<file path="config.mk">
export PLATFORM = sky130hd
export DESIGN_NAME = iic_bit_engine
export DESIGN_NICKNAME = d
export VERILOG_FILES = /design/src/rtl/iic_pkg.sv /design/src/rtl/iic_qtick.sv /design/src/rtl/iic_bit_engine.sv
export SDC_FILE = /design/constraint.sdc
export NUM_CORES = 1
export LEC_CHECK = 0
export BUFFER_PORTS_ARGS = -buffer_cell sky130_fd_sc_hd__buf_2
export CAP_MARGIN = 10
export CORE_MARGIN = 4
export CORE_UTILIZATION = 40
export CTS_CLUSTER_DIAMETER = 50
export DETAILED_ROUTE_END_ITERATION = 7
export MAX_ROUTING_LAYER = met4
export SLEW_MARGIN = 20
export SYNTH_ARGS = -nofsm -noshare
export SYNTH_HDL_FRONTEND = slang
export SYNTH_SLANG_ARGS = --single-unit
</file>
<file path="constraint.sdc">
create_clock -name clk -period 2.7 [get_ports clk]
set_input_delay 0.54 -clock clk [delete_from_list [all_inputs] [get_ports clk]]
set_output_delay 0.54 -clock clk [all_outputs]
set_load 0.005 [all_outputs]
</file>
<file path="src/rtl/iic_pkg.sv">
// Shared types for the IIC bit engine: FSM states, quarter phases,
// and the bit counter width.
package iic_pkg;

   typedef enum logic [2:0] {
      IDLE,
      START,
      DATA,
      ACK,
      STOP,
      HOLD
   } state_e;

   localparam logic [1:0] Q0 = 2'd0;
   localparam logic [1:0] Q1 = 2'd1;
   localparam logic [1:0] Q2 = 2'd2;
   localparam logic [1:0] Q3 = 2'd3;

   localparam int BIT_CNT_W = 3;

endpackage

</file>
<file path="src/rtl/iic_qtick.sv">
// Quarter-bit prescaler: counts 0..div and ticks on the terminal count.
// load restarts the count at 0; hold freezes the count.
module iic_qtick (
   input  logic       clk,
   input  logic       reset_n,
   input  logic       load,
   input  logic       hold,
   input  logic [7:0] div,
   output logic       tick
);

   logic [7:0] cnt_q;
   logic [7:0] cnt_d;

   always_comb begin
      cnt_d = cnt_q;
      tick  = 1'b0;
      if (load) begin
         cnt_d = '0;
      end else if (!hold) begin
         if (cnt_q == div) begin
            cnt_d = '0;
            tick  = 1'b1;
         end else begin
            cnt_d = cnt_q + 8'd1;
         end
      end
   end

   always_ff @(posedge clk or negedge reset_n) begin
      if (!reset_n) cnt_q <= '0;
      else          cnt_q <= cnt_d;
   end

endmodule

</file>
<file path="src/rtl/iic_bit_engine.sv">
// Bit-level I2C master: START, 8 data bits, ACK slot, STOP in quarter-bit steps.
// Define IIC_CLOCK_STRETCH_EN to let a slave stretch SCL high phases.
module iic_bit_engine
   import iic_pkg::*;
(
   input  logic       clk,
   input  logic       reset_n,
   input  logic       cmd_valid,
   input  logic       cmd_start,
   input  logic       cmd_stop,
   input  logic       cmd_rw,
   input  logic       ack_out,
   input  logic [7:0] tx_data,
   input  logic [7:0] clkdiv,
   input  logic       scl_i,
   input  logic       sda_i,
   output logic       sck,
   output logic       sda_o,
   output logic       sda_t,
   output logic       busy,
   output logic       done,
   output logic [7:0] rx_data,
   output logic       nack
);

   state_e               state_q, state_d;
   logic [1:0]           qph_q, qph_d;
   logic [BIT_CNT_W-1:0] bit_cnt_q, bit_cnt_d;
   logic [7:0]           shreg_q, shreg_d;
   logic [7:0]           rxsh_q, rxsh_d;
   logic [7:0]           div_q, div_d;
   logic                 rw_q, rw_d;
   logic                 stop_q, stop_d;
   logic                 ack_q, ack_d;
   logic                 ack_smp_q, ack_smp_d;
   logic                 sck_q, sck_d;
   logic                 sda_o_q, sda_o_d;
   logic                 sda_t_q, sda_t_d;
   logic                 busy_q, busy_d;
   logic                 done_q, done_d;
   logic [7:0]           rx_q, rx_d;
   logic                 nack_q, nack_d;

   logic                 idle_like;
   logic                 fin;
   logic                 tick;
   logic                 qt_hold;

   assign idle_like = (state_q == IDLE) || (state_q == HOLD);

`ifdef IIC_CLOCK_STRETCH_EN
   // Released SCL still read low in q1: a slave is stretching the clock.
   assign qt_hold = !idle_like && (qph_q == Q1) && sck_q && !scl_i;
`else
   logic unused_scl;
   assign unused_scl = scl_i;
   assign qt_hold    = 1'b0;
`endif

   iic_qtick u_qtick (
      .clk     (clk),
      .reset_n (reset_n),
      .load    (idle_like),
      .hold    (qt_hold),
      .div     (div_q),
      .tick    (tick)
   );

   always_comb begin
      state_d   = state_q;
      qph_d     = qph_q;
      bit_cnt_d = bit_cnt_q;
      shreg_d   = shreg_q;
      rxsh_d    = rxsh_q;
      div_d     = div_q;
      rw_d      = rw_q;
      stop_d    = stop_q;
      ack_d     = ack_q;
      ack_smp_d = ack_smp_q;
      rx_d      = rx_q;
      nack_d    = nack_q;
      done_d    = 1'b0;
      fin       = 1'b0;

      unique case (state_q)
         IDLE, HOLD: begin
            if (cmd_valid) begin
               state_d   = cmd_start ? START : DATA;
               qph_d     = Q0;
               bit_cnt_d = '1;
               shreg_d   = tx_data;
               div_d     = clkdiv;
               rw_d      = cmd_rw;
               stop_d    = cmd_stop;
               ack_d     = ack_out;
            end
         end
         START: begin
            if (tick) begin
               qph_d = qph_q + 2'd1;
               if (qph_q == Q3) state_d = DATA;
            end
         end
         DATA: begin
            if (tick) begin
               qph_d = qph_q + 2'd1;
               if (qph_q == Q2 && rw_q) rxsh_d = {rxsh_q[6:0], sda_i};
               if (qph_q == Q3) begin
                  shreg_d = {shreg_q[6:0], 1'b0};
                  if (bit_cnt_q == '0) state_d = ACK;
                  else bit_cnt_d = bit_cnt_q - BIT_CNT_W'(1);
               end
            end
         end
         ACK: begin
            if (tick) begin
               qph_d = qph_q + 2'd1;
               if (qph_q == Q2 && !rw_q) ack_smp_d = sda_i;
               if (qph_q == Q3) begin
                  state_d = stop_q ? STOP : HOLD;
                  fin     = !stop_q;
               end
            end
         end
         STOP: begin
            if (tick) begin
               qph_d = qph_q + 2'd1;
               if (qph_q == Q3) begin
                  state_d = IDLE;
                  fin     = 1'b1;
               end
            end
         end
         default: state_d = IDLE;
      endcase

      if (fin) begin
         done_d = 1'b1;
         if (rw_q) rx_d = rxsh_q;
         else      nack_d = ack_smp_q;
      end
   end

   // Pin levels are decoded from the next state so they change on quarter entry.
   always_comb begin
      sck_d   = 1'b1;
      sda_t_d = 1'b0;
      sda_o_d = 1'b0;
      busy_d  = !((state_d == IDLE) || (state_d == HOLD));

      unique case (state_d)
         IDLE: begin
            sck_d = 1'b1;
         end
         START: begin
            unique case (qph_d)
               Q0: sck_d = sck_q;
               Q1: sck_d = 1'b1;
               Q2: begin
                  sck_d   = 1'b1;
                  sda_t_d = 1'b1;
               end
               default: begin
                  sck_d   = 1'b0;
                  sda_t_d = 1'b1;
               end
            endcase
         end
         DATA: begin
            sck_d   = (qph_d == Q1) || (qph_d == Q2);
            sda_t_d = !rw_d;
            sda_o_d = !rw_d && shreg_d[7];
         end
         ACK: begin
            sck_d   = (qph_d == Q1) || (qph_d == Q2);
            sda_t_d = rw_d;
            sda_o_d = rw_d && ack_d;
         end
         STOP: begin
            sck_d   = (qph_d != Q0);
            sda_t_d = (qph_d == Q0) || (qph_d == Q1);
         end
         HOLD: begin
            sck_d = 1'b0;
         end
         default: begin
            sck_d = 1'b1;
         end
      endcase
   end

   always_ff @(posedge clk or negedge reset_n) begin
      if (!reset_n) begin
         state_q   <= IDLE;
         qph_q     <= Q0;
         bit_cnt_q <= '0;
         shreg_q   <= '0;
         rxsh_q    <= '0;
         div_q     <= '0;
         rw_q      <= 1'b0;
         stop_q    <= 1'b0;
         ack_q     <= 1'b0;
         ack_smp_q <= 1'b0;
         sck_q     <= 1'b1;
         sda_o_q   <= 1'b0;
         sda_t_q   <= 1'b0;
         busy_q    <= 1'b0;
         done_q    <= 1'b0;
         rx_q      <= '0;
         nack_q    <= 1'b0;
      end else begin
         state_q   <= state_d;
         qph_q     <= qph_d;
         bit_cnt_q <= bit_cnt_d;
         shreg_q   <= shreg_d;
         rxsh_q    <= rxsh_d;
         div_q     <= div_d;
         rw_q      <= rw_d;
         stop_q    <= stop_d;
         ack_q     <= ack_d;
         ack_smp_q <= ack_smp_d;
         sck_q     <= sck_d;
         sda_o_q   <= sda_o_d;
         sda_t_q   <= sda_t_d;
         busy_q    <= busy_d;
         done_q    <= done_d;
         rx_q      <= rx_d;
         nack_q    <= nack_d;
      end
   end

   assign sck     = sck_q;
   assign sda_o   = sda_o_q;
   assign sda_t   = sda_t_q;
   assign busy    = busy_q;
   assign done    = done_q;
   assign rx_data = rx_q;
   assign nack    = nack_q;

endmodule

</file>
# == Yosys cells after proc, flatten, opt, wreduce, memory -nomap -nowiden ==
# Cells that the tools add are included.
# word_totals
register_bits,58
output_inout_bits,14
# op_classes
n_reduce_logical,30
n_mux,44
eq_ne,20
n_addsub,3
bitwise_logic,1
# ops
op,n
2-to-1 mux 3 bit,14
2-to-1 mux 8 bit,5
one-hot mux 8 bit (2 select lines),1
one-hot mux 3 bit (5 select lines),1
2-to-1 mux 1 bit,13
== test 3 x 2 -> 1 bit (second input constant),4
== test 3 bit (second input constant),4
inequality test 2 bit (second input constant),5
zero test 3 bit,3
adder 8 x 1 -> 8 bit (second input constant),1
== test 8 bit,1
one-hot mux 1 bit (4 select lines),2
OR reduction 2 bit,4
== test 2 bit (second input constant),3
== test 3 x 1 -> 1 bit (second input constant),2
2-to-1 mux 2 bit,3
one-hot mux 1 bit (2 select lines),3
one-hot mux 3 bit (2 select lines),1
AND reduction 2 bit,3
AND reduction 3 bit,2
AND reduction 5 bit,1
logical AND 1 bit,4
zero test 1 bit,4
logical OR 1 bit,4
9 further kinds,10

# == Logic depth before layout (Yosys ltp) ==
# depth
depth_word,9
ltp_mapped,11

# == By module ==
# A second synthesis with hierarchy kept.
# hier_totals
cells_unflattened,271
area_unflattened_um2,3039.2
# modules_own_cells
mod,area_each_um2,n_inst,cells_per_inst
iic_bit_engine,2436.1,1,214
iic_qtick,603.1,1,57

# == Worst setup path after synthesis ==
# OpenSTA, ideal clock, no wires.
# synth_timing
kind,input -> register
startpoint,input cmd_valid
endpoint,"register sck_q, in the netlist sck"
setup_slack_ns,0.659
setup_time_ns,0.088
arrival_ns,1.953
cell_stages,9
t_required_ns,2.612
cell_sequence,buf_2 nor2b_1 o21ai_0 o311a_1 o22ai_1 inv_1 ha_1 a21oi_2 o221ai_2
# synth_via
elab_chain_len,6
elab_cells_between_ends,19
# synth_lines
item,line,text
"start, declared",iic_bit_engine.sv:8,"input logic cmd_valid,"
2-to-1 mux 2 bit (*),iic_bit_engine.sv:87,if (cmd_valid) begin
one-hot mux 2 bit (2 select lines) (*),iic_bit_engine.sv:85,unique case (state_q)
net qph_d[1],iic_bit_engine.sv:27,"logic [1:0] qph_q, qph_d;"
== test 2 x 1 -> 1 bit / == test 2 bit (equally long branches),"iic_bit_engine.sv:156, iic_bit_engine.sv:170, iic_bit_engine.sv:175",
OR reduction 2 bit (no source line),n/a,
one-hot mux 1 bit (2 select lines),iic_bit_engine.sv:156,unique case (qph_d)
one-hot mux 1 bit (4 select lines),iic_bit_engine.sv:151,unique case (state_d)
"end signal, assigned",iic_bit_engine.sv:222,sck_q <= sck_d;
"end, declared",iic_bit_engine.sv:36,"logic sck_q, sck_d;"
# The timed path passes the listed nets; every way through them passes the cells marked *.
# A chain may end at the register's enable or synchronous reset.

# == Worst setup path in the final report ==
# layout_timing
startpoint,register state_q[2]
endpoint,register bit_cnt_q[1]
# layout_via
elab_chain_len,5
elab_cells_between_ends,13
# layout_lines
item,line,text
"start, declared",iic_bit_engine.sv:26,"state_e state_q, state_d;"
"start signal, assigned",iic_bit_engine.sv:212,state_q <= state_d;
== test 3 bit / zero test 3 bit (equally long branches),"iic_bit_engine.sv:49, iic_bit_engine.sv:85",
logical OR 1 bit,iic_bit_engine.sv:49,assign idle_like = (state_q == IDLE) || (state_q == HOLD);
2-to-1 mux 1 bit,iic_qtick.sv:18,if (load) begin
inequality test 2 bit (no source line),n/a,
AND reduction 5 bit (no source line),n/a,
"end signal, assigned",iic_bit_engine.sv:214,bit_cnt_q <= bit_cnt_d;
"end, declared",iic_bit_engine.sv:28,"logic [BIT_CNT_W-1:0] bit_cnt_q, bit_cnt_d;"
# Parallel ways exist; a longest one is shown, timed or not.

==> impl_metrics.json <==
{
  "hpwl_mm": 3.81,
  "endpoint_kind": "flop",
  "firstDrtPassIters": 5,
  "critPathLaunchType": "flop",
  "multi_input_area_sq_um": 1250,
  "drc": 0,
  "die_w_um": 91.8,
  "syn_inst": 243,
  "hp-class": "in2async",
  "hold-worst-slack_ns": 0.176,
  "post_cts_buffers": 0,
  "wirelength_mm": 5.30,
  "clkPwrFrac_pct": 25.0,
  "final_cells": 389,
  "layout_min_cycle_time_ns": 2.38,
  "max_slew.worst_pin.slew_ns": 0.860,
  "track_usage_pct": 14.5,
  "skew_ns": 0.00837,
  "cellPowerDensity_nw_per_um2": 932,
  "synth_area_leader_cell": "dfrtp_1",
  "core_sq_um": 6790,
  "grt_max_degree": 59,
  "synth-edff-count": 0,
  "h-tree-depth": 3,
  "switching_share_pct": 34.2,
  "clockBufferDepth": 2,
  "cts_tree": "done",
  "vias": 1889,
  "p_int_mw": 2.04,
  "grt_pass1_vias": 1942,
  "post_drt_wl_per_cell_um": 13.6,
  "fin_area_sq_um": 3330,
  "synth_area_leaders": "dfrtp_1 51%, mux2_2 11%, xnor2_1 4.0%, ha_1 2.7%, nor2_1 2.5%",
  "start_util_pct": 41.4,
  "grt_first_pass_wirelength_mm": 9.25,
  "layout.area.seq_sq_um": 1450,
  "post_cts_resized": 0,
  "yosysSeqAreaShare_pct": 51.7,
  "power_mw": 3.10,
  "layout-drive-gt1-share_pct": 34.1,
  "cts_num_sinks": 58,
  "synth_seq_cells": 58,
  "ioPinCount": 39,
  "die_h_um": 91.8,
  "synth_nets": 274,
  "max_freq_ghz": 0.421,
  "vias_per_cell": 4.86,
  "dpl_cell_area_sq_um": 3130,
  "irDropWorstVdd_v": 0.000502,
  "postRouteAntennaNets": 0,
  "critical_path.max_fanout": 11,
  "cp.required_ns": 2.96,
  "synth_top_area_share_pct": 50.7,
  "slew_viol_final": 0,
  "place_congestion": 0.775,
  "cts-buffers-inserted": 9,
  "postCtsHoldBufs": 0,
  "cts_root_buf": "clkbuf_8",
  "antenna_found_initial": 0,
  "synth_commonest_cells": "57 x dfrtp_1, 28 x mux2_2, 19 x nor2_1",
  "overflow": 0,
  "nFillCells": 619,
  "ys_types": 49,
  "fin_setup_tns_ns": 0,
  "fp.dieArea_sq_um": 8430,
  "finalCritPeriodShare_pct": 88.0,
  "worstSkewPairLatency_ns": 0.34,
  "synth-main-ff-cell": "dfrtp_1",
  "yosys_warnings": 0,
  "place_inst": 373,
  "area_growth_pct": 18.3,
  "syn_area_sq_um": 2810,
  "io_buffers": 37,
  "crit_start": "state_q[2]$_DFF_PN0_",
  "ys_async_sr_fraction_pct": 100,
  "fin_nets": 319,
  "cap_violations": 0,
  "clkTransAtPathRegs_ns": 0.07,
  "avgSynthCellArea_sq_um": 11.6,
  "status": "completed",
  "crit_arrival_ns": 2.63,
  "combPwrFrac_pct": 31.9,
  "hold_violations": 0,
  "r2r-start": "state_q[2]$_DFF_PN0_",
  "yosysMostFrequentCell": "dfrtp_1",
  "rsz0062_at_grt": "false",
  "drt_iter0_drc": 69,
  "power.leakage_nw": 1.56,
  "setup_viol": 0,
  "p_sw_mw": 1.06,
  "worst_slew_margin_rel_pct": 42.4,
  "antenna_cells": 0,
  "rows": 30,
  "p_seq_share_pct": 43.2,
  "worstSetupPathType": "reg2reg"
}
[metrics by stage]
stage	util, %	worst slack [ns]
floorplan	-	0.659
global placement	46.1	0.375
CTS	49.0	0.296
detailed placement	46.1	0.312
global route	49.0	0.0236
finish	49.0	0.324
[placed cells by master (no fill, tap or decap), types with 2 or more instances in the layout]
master	n
o21ai_0	6
o22ai_1	4
nor3_1	3
ha_1	6
o211a_1	2
clkinvlp_4	4
mux2_2	28
nand2b_1	5
nand3_1	5
nor2_1	19
inv_1	18
xor2_1	3
clkbuf_8	9
a222oi_1	6
mux2i_1	5
nand2_1	12
nor2b_1	8
nand4_2	2
nand4_1	2
o311ai_1	2
buf_2	37
buf_4	4
clkinv_2	3
and3_1	2
a21oi_1	3
dfrtp_1	57
xnor2_1	13
[sequential cells by signal (all words and copies together), names as in the netlist]
name,cells
state_q,3
rx_data,8
shreg_q,8
sck,1
ack_smp_q,1
done,1
rxsh_q,8
sda_t,1
bit_cnt_q,3
div_q,8
rw_q,1
nack,1
u_qtick.cnt_q,8
busy,1
sda_o,1
ack_q,1
qph_q,2
stop_q,1
[metal layers]
metal  share of wire, %  wire, um  global-route usage, %
met5                  0         0                      -
met4                2.4       125                   7.18
met3                4.7       251                   5.66
met2                 44      2310                   19.9
met1                 49      2600                   18.7
[power groups by stage]
| stage | combinational (mW) | clock [mW] | sequential (mW) |
|---|---|---|---|
| CTS | 1.00 | 0.801 | 1.34 |
| finish | 0.988 | 0.775 | 1.34 |
| global route | 1.13 | 0.843 | 1.38 |
| floorplan | 0.799 | 0 | 1.29 |
| global placement | 0.975 | 0 | 1.35 |
| detailed placement | 0.998 | 0 | 1.36 |
[worst max-delay path, stage by stage, from the launching register on]
cell       delay [ns]
dfrtp_1          0.48
xor2_1           0.25
o21ai_2          0.24
nor3_2           0.11
mux2i_1          0.15
a2bb2oi_1        0.71
nor3_1           0.14
a22oi_1          0.22
[layout make-up]
| type | instances | area share [%] |
|---|---|---|
| clock buffers | 9 | 3.72 |
| well taps | 96 | 3.61 |
| inverters | 19 | 2.18 |
| multi-input cells | 158 | 37.6 |
| repair buffers | 42 | 7.07 |
| flip-flops and latches | 58 | 43.7 |
| clock inverters | 7 | 2.11 |
[worst paths after layout]
path | cells after the start | slack, ns | to
worst max-delay path | 7 | 0.32 | bit_cnt_q[1]$_DFFE_PN0P_
worst min register to register | 1 | 0.50 | u_qtick.cnt_q[0]$_DFF_PN0_
min in group clk | 3 | 0.41 | shreg_q[2]$_DFFE_PN0P_
max in group asynchronous | 2 | 2.19 | sck$_DFFE_PN1P_
worst max register to register | 7 | 0.32 | bit_cnt_q[1]$_DFFE_PN0P_
worst min-delay path | 2 | 0.18 | shreg_q[4]$_DFFE_PN0P_
[cell families after synthesis]
| logic type | synth area share, % |
|---|---|
| DFF | 51.7 |
| adders and majority gates | 2.67 |
| muxes | 13.0 |
| and+or+nand+nor | 12.2 |
| xor gates and xnor gates | 5.56 |
| buffers and inverters | 3.96 |
| AOI/OAI and AO/OA | 10.9 |
Note: power is estimated with default switching activity, not from simulation.
